## src/rtl/rst_seq_pkg.sv

```systemverilog
// Shared types and helpers for the reset sequencer.
package rst_seq_pkg;

  typedef enum logic [1:0] {
    ST_ASSERT  = 2'd0,
    ST_RELEASE = 2'd1,
    ST_RUN     = 2'd2
  } state_e;

  // Width of the channel index; one bit minimum so a single channel still has a legal vector.
  function automatic int idx_w(input int n);
    return (n <= 1) ? 1 : $clog2(n);
  endfunction

endpackage

```

## src/rtl/rst_seq_cnt.sv

```systemverilog
// Loadable up/down counter with clear, enable and a terminal-count compare.
module rst_seq_cnt #(
  parameter int W = 16
) (
  input  logic         clk,
  input  logic         rstn,
  input  logic         clr,
  input  logic         load,
  input  logic         en,
  input  logic         down,
  input  logic [W-1:0] load_val,
  input  logic [W-1:0] tc_val,
  output logic         tc
);

  logic [W-1:0] cnt_q, cnt_d;

  always_comb begin
    cnt_d = cnt_q;
    if (clr) begin
      cnt_d = '0;
    end else if (load) begin
      cnt_d = load_val;
    end else if (en) begin
      cnt_d = down ? (cnt_q - W'(1)) : (cnt_q + W'(1));
    end
  end

  always_ff @(posedge clk) begin
    if (!rstn) begin
      cnt_q <= '0;
    end else begin
      cnt_q <= cnt_d;
    end
  end

  assign tc = (cnt_q == tc_val);

endmodule

```

## src/rtl/rst_seq_gen.sv

```systemverilog
// Reset sequencer: stretches the master reset, then releases NUM_CH domains in ascending order.
module rst_seq_gen
  import rst_seq_pkg::*;
#(
  parameter int NUM_CH      = 4,
  parameter int HOLD_CYCLES = 64,
  parameter int STAGE_GAP   = 16,
  parameter int CNT_W       = 16
) (
  input  logic              clk,
  input  logic              rstn,
  input  logic              soft_rst_req,
  input  logic              ext_hold,
  output logic [NUM_CH-1:0] rst,
  output logic [NUM_CH-1:0] rstn_out,
  output logic              busy,
  output logic              done
);

  localparam int IDX_W   = idx_w(NUM_CH);
  localparam int MAX_CNT = (HOLD_CYCLES > STAGE_GAP) ? HOLD_CYCLES : STAGE_GAP;
  localparam logic [CNT_W-1:0] HOLD_TC = CNT_W'(HOLD_CYCLES - 1);
  localparam logic [CNT_W-1:0] GAP_TC  = CNT_W'((STAGE_GAP == 0) ? 0 : STAGE_GAP - 1);
  localparam logic [IDX_W-1:0] LAST_CH = IDX_W'(NUM_CH - 1);
  localparam bit ONE_SHOT = (NUM_CH == 1) || (STAGE_GAP == 0);

  if (NUM_CH < 1 || NUM_CH > 16) begin : g_bad_num_ch
    $error("rst_seq_gen: NUM_CH must be in 1..16");
  end
  if (HOLD_CYCLES < 1) begin : g_bad_hold
    $error("rst_seq_gen: HOLD_CYCLES must be >= 1");
  end
  if ($clog2(MAX_CNT + 1) > CNT_W) begin : g_bad_cnt_w
    $error("rst_seq_gen: CNT_W too small for max(HOLD_CYCLES, STAGE_GAP)");
  end

  state_e             state_q, state_d;
  logic [NUM_CH-1:0]  rst_q, rst_d;
  logic [IDX_W-1:0]   ch_idx_q, ch_idx_d;
  logic               busy_q, busy_d;
  logic               done_q, done_d;
  logic               cnt_clr, cnt_en, cnt_tc;
  logic [CNT_W-1:0]   tc_val;

  // One counter serves both phases; only the terminal value changes with the state.
  assign tc_val = (state_q == ST_ASSERT) ? HOLD_TC : GAP_TC;

  rst_seq_cnt #(.W(CNT_W)) u_cnt (
    .clk      (clk),
    .rstn     (rstn),
    .clr      (cnt_clr),
    .load     (1'b0),
    .en       (cnt_en),
    .down     (1'b0),
    .load_val ('0),
    .tc_val   (tc_val),
    .tc       (cnt_tc)
  );

  always_comb begin
    state_d  = state_q;
    rst_d    = rst_q;
    ch_idx_d = ch_idx_q;
    busy_d   = busy_q;
    done_d   = done_q;
    cnt_clr  = 1'b0;
    cnt_en   = 1'b0;
    if (soft_rst_req) begin
      state_d  = ST_ASSERT;
      rst_d    = '1;
      ch_idx_d = '0;
      busy_d   = 1'b1;
      done_d   = 1'b0;
      cnt_clr  = 1'b1;
    end else begin
      case (state_q)
        ST_ASSERT: begin
          if (ext_hold) begin
            cnt_clr = 1'b1;
          end else if (cnt_tc) begin
            cnt_clr = 1'b1;
            if (ONE_SHOT) begin
              rst_d   = '0;
              state_d = ST_RUN;
              busy_d  = 1'b0;
              done_d  = 1'b1;
            end else begin
              rst_d[0] = 1'b0;
              ch_idx_d = IDX_W'(1);
              state_d  = ST_RELEASE;
            end
          end else begin
            cnt_en = 1'b1;
          end
        end
        ST_RELEASE: begin
          if (cnt_tc) begin
            cnt_clr          = 1'b1;
            rst_d[ch_idx_q]  = 1'b0;
            if (ch_idx_q == LAST_CH) begin
              state_d = ST_RUN;
              busy_d  = 1'b0;
              done_d  = 1'b1;
            end else begin
              ch_idx_d = ch_idx_q + IDX_W'(1);
            end
          end else begin
            cnt_en = 1'b1;
          end
        end
        ST_RUN: begin
          cnt_clr = 1'b1;
        end
        default: begin
          state_d = ST_ASSERT;
          rst_d   = '1;
          busy_d  = 1'b1;
          done_d  = 1'b0;
          cnt_clr = 1'b1;
        end
      endcase
    end
  end

  always_ff @(posedge clk) begin
    if (!rstn) begin
      state_q  <= ST_ASSERT;
      rst_q    <= '1;
      ch_idx_q <= '0;
      busy_q   <= 1'b1;
      done_q   <= 1'b0;
    end else begin
      state_q  <= state_d;
      rst_q    <= rst_d;
      ch_idx_q <= ch_idx_d;
      busy_q   <= busy_d;
      done_q   <= done_d;
    end
  end

  assign rst      = rst_q;
  assign rstn_out = ~rst_q;
  assign busy     = busy_q;
  assign done     = done_q;

endmodule

```

## config.mk

```make
export PLATFORM = sky130hd
export DESIGN_NAME = rst_seq_gen
export DESIGN_NICKNAME = d
export VERILOG_FILES = /design/src/rtl/rst_seq_pkg.sv /design/src/rtl/rst_seq_cnt.sv /design/src/rtl/rst_seq_gen.sv
export SDC_FILE = /design/constraint.sdc
export NUM_CORES = 1
export LEC_CHECK = 0
export ABC_AREA = 1
export BUFFER_PORTS_ARGS = -buffer_cell sky130_fd_sc_hd__buf_2
export CORE_ASPECT_RATIO = 0.7
export CORE_MARGIN = 4
export CORE_UTILIZATION = 30
export CTS_BUF_LIST = sky130_fd_sc_hd__clkbuf_4
export CTS_CLUSTER_DIAMETER = 200
export DETAILED_ROUTE_END_ITERATION = 8
export GPL_TIMING_DRIVEN = 1
export PLACE_DENSITY = 0.49
export SLEW_MARGIN = 10
export SYNTH_ARGS = -nofsm -noshare
export SYNTH_HDL_FRONTEND = slang
export SYNTH_SLANG_ARGS = --single-unit
```

## constraint.sdc

```tcl
create_clock -name clk -period 2.1 [get_ports clk]
set_input_delay 0.105 -clock clk [delete_from_list [all_inputs] [get_ports clk]]
set_output_delay 0.105 -clock clk [all_outputs]
set_load 0.005 [all_outputs]
```

# After elaboration in Yosys (flattened, before gate mapping)
# Index checks and enable logic that the tools add are counted.
dict set report totals {
  ff_bits 26
  inputBits 4
  word_cells 67
}
dict set report op_classes {
  addsub 2
  order_cmp 2
  eq_ne 9
  muxes 30
  bitwise 6
  n_reduce_logical 11
}
# cell count
set ops {}
lappend ops {{$add 16x1->16 const B} 1}
lappend ops {{$eq 16x6->1} 1}
lappend ops {{$mux 1} 13}
lappend ops {{$mux 2} 6}
lappend ops {{$ne 2x2->1 const B} 5}
lappend ops {{$reduce_and 5->1} 2}
lappend ops {{$not 4->4} 2}
lappend ops {{$pmux 1 s2} 4}
lappend ops {{$mux 6} 1}
lappend ops {{$pmux 2 s3} 1}
lappend ops {{$pmux 3 s2} 1}
lappend ops {{$reduce_or 2->1} 3}
lappend ops {{$and 4x4->4} 1}
lappend ops {{$eq 2x2->1 const B} 2}
lappend ops {{$mux 4} 1}
lappend ops {{$pmux 2 s2} 1}
lappend ops {{$reduce_and 4->1} 1}
lappend ops {{$lt 2x3->1 const B} 1}
lappend ops {{$not 1->1} 3}
lappend ops {{$pmux 1 s3} 1}
lappend ops {{$reduce_and 3->1} 1}
lappend ops {{$add 2x1->2 const B} 1}
lappend ops {{$demux 1 s2} 1}
lappend ops {{$eq 2x1->1 const B} 1}
lappend ops {{other kinds (5)} 5}

# Longest topological paths before layout
# Gate-level depths: netlist (run 1).
dict set report logic_depth {
  ltp_word 8
  mapped_depth 10
  depth_no_buf 9
}

# Modules after synthesis
# A second synthesis (run 1) with hierarchy kept.
dict set report unflattened {
  hier_cells 360
  hier_area_um2 2361.0
}
# module n_inst cells_each area_per_inst_um2
set by_module_without_submodules {}
lappend by_module_without_submodules {rst_seq_cnt 1 276 1770.4}
lappend by_module_without_submodules {rst_seq_gen 1 84 590.6}

# Least setup slack after synthesis (run 1)
# Ideal clock, no wire load.
dict set report synth_path {
  path_kind {flip-flop to flip-flop}
  startpoint {register u_cnt.cnt_q[0]}
  endpoint {register u_cnt.cnt_q[0]}
  setup_ns 0.116
  arrival_time_ns 1.404
  setup_slack_ns 0.579
  path_stages_with_launch 8
  period_less_slack_ns 1.521
  cell_sequence {dfxtp_1 ha_1 nand3_1 nor2_2 nand3_4 nand3_4 buf_12 nor2_2}
}
dict set report synth_between {
  elab_chain_cells 6
  word_cells_on_any_way 11
  classes_between {add/sub (1); eq/ne (1); mux (8); reduce/logical (1)}
}
# element line_no
set synth_rtl {}
lappend synth_rtl {{start, declared} rst_seq_cnt.sv:16} ;# logic [W-1:0] cnt_q, cnt_d;
lappend synth_rtl {{start signal, assigned} rst_seq_cnt.sv:33} ;# cnt_q <= cnt_d;
lappend synth_rtl {{$eq 16x6->1} rst_seq_cnt.sv:37} ;# assign tc = (cnt_q == tc_val);
lappend synth_rtl {{$mux 1} {rst_seq_gen.sv:80, rst_seq_gen.sv:97}}
lappend synth_rtl {{$mux 1} rst_seq_gen.sv:78} ;# if (ext_hold) begin
lappend synth_rtl {{$pmux 1 s2} rst_seq_gen.sv:76} ;# case (state_q)
lappend synth_rtl {{$mux 1} rst_seq_gen.sv:68} ;# if (soft_rst_req) begin
lappend synth_rtl {{$reduce_or 2->1 (no line)} n/a}
# Parallel ways exist; a longest one is shown, timed or not.
# A chain may end at the register's enable or synchronous reset.

# Final worst setup path (run 1)
dict set report layout_path {
  startpoint {register u_cnt.cnt_q[0]}
  endpoint {register u_cnt.cnt_q[2]}
}
# Same word-level chain as after synthesis.

==> results of run 1 <==
[state kept, by name, summed over array words and instances, names as in the netlist]
signal,cells
done,1
rst,4
u_cnt.cnt_q,16
ch_idx_q,2
state_q,2
busy,1
[synthesized netlist by cell type]
library cell  count  area, sq um
a21boi_1          1         7.51
a21oi_1           5         25.0
a21oi_2           7         61.3
and3_1            1         6.26
buf_12            1         20.0
buf_4             1         7.51
dfxtp_1          26          521
ha_1              5         62.6
inv_1            21         78.8
inv_2             2         7.51
inv_4             1         6.26
nand2_1          58          218
nand2_2           6         37.5
nand2_4           3         33.8
nand2_8           1         20.0
nand3_1          13         65.1
nand3_4           2         35.0
nand3b_1          1         7.51
nand4_1           6         37.5
nor2_1           36          135
nor2_2            5         31.3
nor2_4            2         22.5
nor3_1            5         25.0
nor3b_1           2         15.0
o21a_1            1         7.51
o21ai_0           2         10.0
o22ai_1           1         6.26
xor2_1            3         26.3
[cell usage in the layout (no fill, tap or decap)]
master / netlist / routed
nor3_1: 5 / 5
o22ai_1: 1 / 1
a21oi_2: 7 / 7
nand2_8: 1 / 1
nand2_4: 3 / 3
inv_4: 1 / 1
nand4_1: 6 / 6
nand3_4: 2 / 2
nor2_4: 2 / 2
xor2_1: 3 / 3
nand3_1: 13 / 13
buf_2: 0 / 13
nor3b_1: 2 / 2
dfxtp_1: 26 / 26
o21ai_0: 2 / 2
nor2_1: 36 / 36
ha_1: 5 / 5
nand3b_1: 1 / 1
inv_2: 2 / 2
nand2_2: 6 / 6
a21oi_1: 5 / 5
nand2_1: 58 / 58
nor2_2: 5 / 5
o21a_1: 1 / 1
inv_1: 21 / 21
clkbuf_4: 0 / 3
a21boi_1: 1 / 1
and3_1: 1 / 1
[cells by family (layout without fill, tap and decap cells)]
family | Yosys count | after routing | synth area share, %
simple gates | 141 | 141 | 44.9
flops | 26 | 26 | 33.9
buf+inv | 26 | 40 | 7.82
compound gates | 17 | 17 | 7.66
fa+ha+maj | 5 | 5 | 4.07
xor+xnor | 3 | 3 | 1.71
[how the worst max path moves through the flow]
stage                                               to                        start  slack [ns]  cells past startpoint
after floorplan            u_cnt.cnt_q[0]$_SDFFE_PP0P_  u_cnt.cnt_q[0]$_SDFFE_PP0P_        0.58                      7
after global placement    u_cnt.cnt_q[12]$_SDFFE_PP0P_  u_cnt.cnt_q[0]$_SDFFE_PP0P_        0.40                      8
after detailed placement   u_cnt.cnt_q[2]$_SDFFE_PP0P_  u_cnt.cnt_q[0]$_SDFFE_PP0P_        0.38                      6
after CTS                  u_cnt.cnt_q[2]$_SDFFE_PP0P_  u_cnt.cnt_q[0]$_SDFFE_PP0P_        0.35                      6
after global routing               rst[3]$_SDFFE_PP1P_  u_cnt.cnt_q[0]$_SDFFE_PP0P_        0.15                      8
final                      u_cnt.cnt_q[2]$_SDFFE_PP0P_  u_cnt.cnt_q[0]$_SDFFE_PP0P_        0.36                      6
[power by group through the flow]
stage                     Sequential [W]  Combinational, W  Clock, W
final                           0.000496         0.0000342  0.000209
after detailed placement        0.000506         0.0000350         0
after floorplan                 0.000506         0.0000274         0
after CTS                       0.000496         0.0000350  0.000231
after global placement          0.000506         0.0000358         0
after global routing            0.000496         0.0000386  0.000248
[through the flow]
stage                     hold slack (ns)  total power, W  std cells  setup slack [ns]
final                              0.0693        0.000739        301             0.355
after floorplan                     0.249        0.000534        218             0.579
after global placement              0.423        0.000542        298             0.401
after detailed placement            0.415        0.000541        298             0.376
after CTS                          0.0395        0.000762        301             0.348
after global routing               0.0381        0.000783        301             0.155
[final cells by class]
class	instances	area, sq um	area share (%)
timing repair buffer	13	65.1	3.87
multi-input combinational	166	896	53.2
clock buffer	3	22.5	1.34
sequential	26	520	30.9
tap	69	86.3	5.13
inverter	24	92.6	5.50
[routing by layer]
metal / part of all wire [%] / vias to the layer above
met3: 3.5 / 2
met1: 60 / 548
met4: 1.1 / 0
li1: - / 728
met2: 36 / 18
met5: 0 / -
[critical path: stages (launching register included)]
cell	delay, ns
dfxtp_1	0.44
ha_1	0.22
nand3_1	0.19
nor2_2	0.24
nand3_4	0.18
nand3_4	0.26
nor3b_1	0.09
==> results by group, run 1 <==
Run status
  • Status: finished clean

Place
  • HPWL after detailed placement: between 2 and 3 mm
  • Placement Cell Area: between 1500 and 2000 sq um
  • PortBufs: 13
  • Final Wtd Congestion: 0.824

STA
  • Tcrit/Tclk final: 83.1%
  • Final setup TNS: 0 ns
  • Slew headroom: 65.6%
  • Unrepaired setup endpoints after global routing: no
  • Fin. Hold Viols: 0
  • Final min period: 1.74 ns
  • Final clock skew: 0.00275 ns
  • Setup violators final: 0
  • Max Slew Vio Count: 0
  • Fmax: 0.573 GHz
  • Worst slew pin tran: 0.515 ns

Routing
  • Initial DRC count: 80
  • Residual DRC: 0
  • ANT nets after route: 0
  • Post-DR wirelength/cell: 10.7 um
  • Vias per cell: roughly 4.3
  • Pre-antenna DRT Iters: 4
  • DRT Wirelength: 3.22 mm
  • Vias: 1296

Final layout
  • ANT cells: 0
  • Final Core Density: between 30% and 40%
  • Final #Nets: between 200 and 250
  • Share of cells above drive strength 1: between 10% and 20%
  • Final design area excluding fillers: 1680 sq um
  • Fillers: ~530
  • Synthesis-to-layout area growth: 9.53%

Hold path
  • Hold Path Class: in -> reg
  • Min-Delay Startpoint: rstn
  • Hold EP: u_cnt.cnt_q[9]$_SDFFE_PP0P_
  • Worst hold stages: 3

Floorplanning
  • Die Height: 67.9 um
  • Core Area: about 5000 sq um
  • # rows: 21
  • Io pins: 14
  • Initial core utilization: 31.6%
  • Die X: 93.5 um
  • Die area: 6350 sq um

Power and ir drop
  • Comb pwr share: 4.6%
  • Net switching power: between 0.00015 and 0.0002 W
  • Switch share: 22.7%
  • Internal power: 0.000572 W
  • Peak supply drop: roughly 0.22 mV
  • Sequential share of power: 67.0%
  • Leak: 0.649 nW
  • Clock power frac: between 20% and 30%
  • Pwr dens: 439 nW/um^2

CTS
  • Clock buffer depth: 2
  • CTS resizes: 0
  • # Post-CTS Setup Buffers: 0
  • Clk_lat worst skew: 0.32 ns
  • Hold_buf cts: 0
  • CTS Sinks: 26
  • Clock transition at path regs: 0.13 ns
  • TritonCTS clock tree: done
  • Inserted Clock Buffers: 3
  • Root Buffer: clkbuf_4
  • H-tree levels: 1

GRT
  • GRT Max-Usage Layer: met1
  • Largest net degree at the start of global routing: 16
  • Antenna violations before repair: 0
  • First-pass GRT wire length: 5.62 mm
  • Met1 GRT Util: 18.1%
  • Total gr overflow: 0
  • Met3 Usage GRT: 2.75%
  • Gr usage total: 11.3%
  • Grt met2 use: around 15%
  • Vias in the first global route: 1160

Setup path
  • Worst r2r dst: u_cnt.cnt_q[2]$_SDFFE_PP0P_
  • Crit end category: flip-flop
  • R2R Setup Slk: 0.36 ns
  • Required time worst endpoint: 2.31 ns
  • Worst R2R Path Depth: 6
  • CP max FO: 15
  • Critical Path AT: 1.96 ns
  • Worst setup SP type: flip-flop
  • Crit Path Category: reg -> reg
  • Reg2Reg Launch Point: u_cnt.cnt_q[0]$_SDFFE_PP0P_

Yosys
  • Distinct cells, synth: 28
  • Post-Syn Instances: approximately 220
  • #FFs+latches synth: 26
  • Yosys warnings: 0
  • Post-synthesis instance area: 1540 sq um
  • Synthesized Nets: 227
  • Seq/Total Area, Yosys: between 30% and 40%
  • Syn Area/Cell: 7.05 sq um

Job
  • Total of max-cap violations: 0
Note: power is estimated with default switching activity, not from simulation.
==> run 2, diff against run 1 <==
clock period = 1.8 ns   (was 2.1 ns; I/O delays follow)
==> run 2 against run 1 <==
Net effect: final cell count up 1.7%; routed wire length is 0.59% higher; utilization is 1.2 points higher; clock skew rose by 0.0047 ns; sequential share of layout area shrank 1.1 points; worst setup slack worse by 0.12 ns; power rose by 41%; critical path type unchanged.
==> results by group, run 2 (synthesis gave the netlist of run 1 again) <==
Run status
  • Status: finished clean

Place
  • Final Wtd Congestion: 0.824 (about the same)
  • Post-place setup slack: 0.261 ns (-0.116 ns)
  • PortBufs: 13 (unchanged)
  • Placement Cell Area: 1690 sq um (+1.8%)
  • HPWL after detailed placement: 2.53 mm (-0.60%)

Power and ir drop
  • Comb pwr share: 4.4% (-0.2 points)
  • Sequential share of power: 55.5% (-12 points)
  • Net switching power: 0.000224 W (+34%)
  • Pwr dens: 598 nW/um^2 (+36%)
  • Internal power: 0.000817 W (+43%)
  • Clock power frac: 40.2% (+12 points)
  • Leak: 0.683 nW (+5.3%)
  • Peak supply drop: 0.256 mV (+17%)
  • Switch share: 21.6% (-1.1 points)

STA
  • Unrepaired setup endpoints after global routing: no
  • Setup violators final: 0 (unchanged)
  • Final min period: 1.57 ns (-0.178 ns)
  • Final setup TNS: 0 ns (unchanged)
  • Worst slew pin tran: 0.565 ns (+0.0501 ns)
  • Fin. Hold Viols: 0 (unchanged)
  • Final clock skew: 0.00748 ns (+0.00473 ns)
  • Tcrit/Tclk final: 87.0% (+4.0 points)
  • Worst Slack Setup Final: 0.234 ns (-0.122 ns)
  • Max Slew Vio Count: 0 (unchanged)
  • Fmax: 0.638 GHz (+11%)
  • Slew headroom: 62.3% (-3.3 points)

CTS
  • Hold_buf cts: 0 (unchanged)
  • Inserted Clock Buffers: 3 (unchanged)
  • CTS Sinks: 26 (unchanged)
  • CTS resizes: 0 (unchanged)
  • TritonCTS clock tree: done
  • Root Buffer: clkbuf_4
  • H-tree levels: 1 (unchanged)
  • # Post-CTS Setup Buffers: 0 (unchanged)
  • Clock buffer depth: 2 (unchanged)
  • Clock transition at path regs: 0.15 ns (+0.02 ns)
  • Clk_lat worst skew: 0.34 ns (+0.02 ns)

Routing
  • ANT nets after route: 0 (unchanged)
  • Post-DR wirelength/cell: 10.6 um (-1.1%)
  • Residual DRC: 0 (unchanged)
  • Vias per cell: 4.34 (+0.79%)
  • Vias: 1328 (+2.5%)
  • Pre-antenna DRT Iters: 4 (unchanged)
  • DRT Wirelength: 3.24 mm (+0.59%)
  • Initial DRC count: 100 (+25%)

Final layout
  • Synthesis-to-layout area growth: 13.4%
  • Final #Nets: 247 (+1.6%)
  • Commonest non-fill, non-tap cells in the layout: nand2_1 (58), nor2_1 (36), dfxtp_1 (26), inv_1 (21)
  • ANT cells: 0 (unchanged)
  • Number of flip-flops in the largest register: 16 (unchanged)
  • Share of cells above drive strength 1: 21.1% (+1.7 points)
  • Final design area excluding fillers: 1740 sq um (+3.6%)
  • Top reg by flops: u_cnt.cnt_q
  • Commonest non-fill, non-tap cell in the layout: nand2_1

GRT
  • First-pass GRT wire length: 5.62 mm (+0.12%)
  • Antenna violations before repair: 0 (unchanged)
  • Gr usage total: 11.4% (about the same)
  • Largest net degree at the start of global routing: 16 (unchanged)
  • Vias in the first global route: 1189 (+2.5%)
  • Total gr overflow: 0 (unchanged)

Floorplanning
  • Die area: 6350 sq um (unchanged)
  • Die X: 93.5 um (unchanged)
  • Io pins: 14 (unchanged)
  • # rows: 21 (unchanged)
  • Initial core utilization: 31.6% (unchanged)
  • Die Height: 67.9 um (unchanged)
  • Core Area: 4860 sq um (unchanged)

Setup path
  • Crit end category: flip-flop
  • R2R Setup Slk: 0.23 ns (-0.12 ns)
  • Crit Path Category: reg -> reg
  • Worst R2R Path Depth: 6 (unchanged)
  • Critical Path AT: 1.83 ns (-0.13 ns)
  • Worst r2r dst: u_cnt.cnt_q[8]$_SDFFE_PP0P_
  • CP max FO: 15 (unchanged)
  • CP Launch Point: state_q[0]$_SDFFE_PP0P_
  • Critical Path Sink: u_cnt.cnt_q[8]$_SDFFE_PP0P_
  • Reg2Reg Launch Point: state_q[0]$_SDFFE_PP0P_
  • Required time worst endpoint: 2.06 ns (-0.25 ns)
  • Worst setup SP type: flip-flop

Hold path
  • Min-Delay Startpoint: rstn
  • Hold Path Class: in -> reg

Job
  • Total of max-cap violations: 0 (unchanged)
-- run 2: cell count changes in the layout (fill, tap and decap cells not counted), sizes merged --
cell / change
buf: +4
bufinv: +1
-- run 2: worst min-delay path by stage --
stage | end | slack, ns | depth (start not counted)
floorplan | u_cnt.cnt_q[9]$_SDFFE_PP0P_ | 0.23 | 2
global placement | u_cnt.cnt_q[9]$_SDFFE_PP0P_ | 0.41 | 3
detailed placement | u_cnt.cnt_q[9]$_SDFFE_PP0P_ | 0.40 | 3
CTS | u_cnt.cnt_q[9]$_SDFFE_PP0P_ | 0.02 | 3
global route | u_cnt.cnt_q[9]$_SDFFE_PP0P_ | 0.02 | 3
finish | u_cnt.cnt_q[9]$_SDFFE_PP0P_ | 0.04 | 3
-- run 2: power by group through the flow --
stage | clock (W) | combinational (W) | sequential [W]
CTS | 0.000440 | 0.0000455 | 0.000578
global placement | 0 | 0.0000458 | 0.000590
finish | 0.000418 | 0.0000455 | 0.000578
detailed placement | 0 | 0.0000454 | 0.000590
floorplan | 0 | 0.0000320 | 0.000590
global route | 0.000462 | 0.0000502 | 0.000578
-- run 2: area by class of cell --
class,instances,area [sq um]
Inverter,24,92.6
Tap cell,69,86.3
Clock buffer,3,22.5
Sequential cell,26,520
Timing Repair Buffer,17,95.1
Multi-Input combinational cell,166,896
Clock inverter,1,30.0
Fill cell,534,3120
-- run 2: worst max-delay path, cell delays in order (launching register included) --
cell	delay, ns
dfxtp_1	0.54
nor2_1	0.09
nand2_1	0.11
nand2_4	0.07
nand3_4	0.16
nand3_4	0.26
nor3b_1	0.26
-- run 2: through the flow --
stage	util, %	hold slack, ns	power, W	instances
after floorplan	-	0.234	0.000623	218
after detailed placement	34.8	0.405	0.000635	302
after global placement	34.8	0.405	0.000636	302
after global routing	35.9	0.0173	0.00109	306
after CTS	35.9	0.0184	0.00106	306
final	35.9	0.0388	0.00104	306
-- run 2: metal layers --
metal / track usage [%] / up-vias / routed length (um)
met1: 16.7 / 573 / 1910
met3: 2.86 / 4 / 129
met4: 3.24 / 0 / 38
li1: - / 733 / -
met5: 0 / - / 0
met2: 16.3 / 18 / 1160
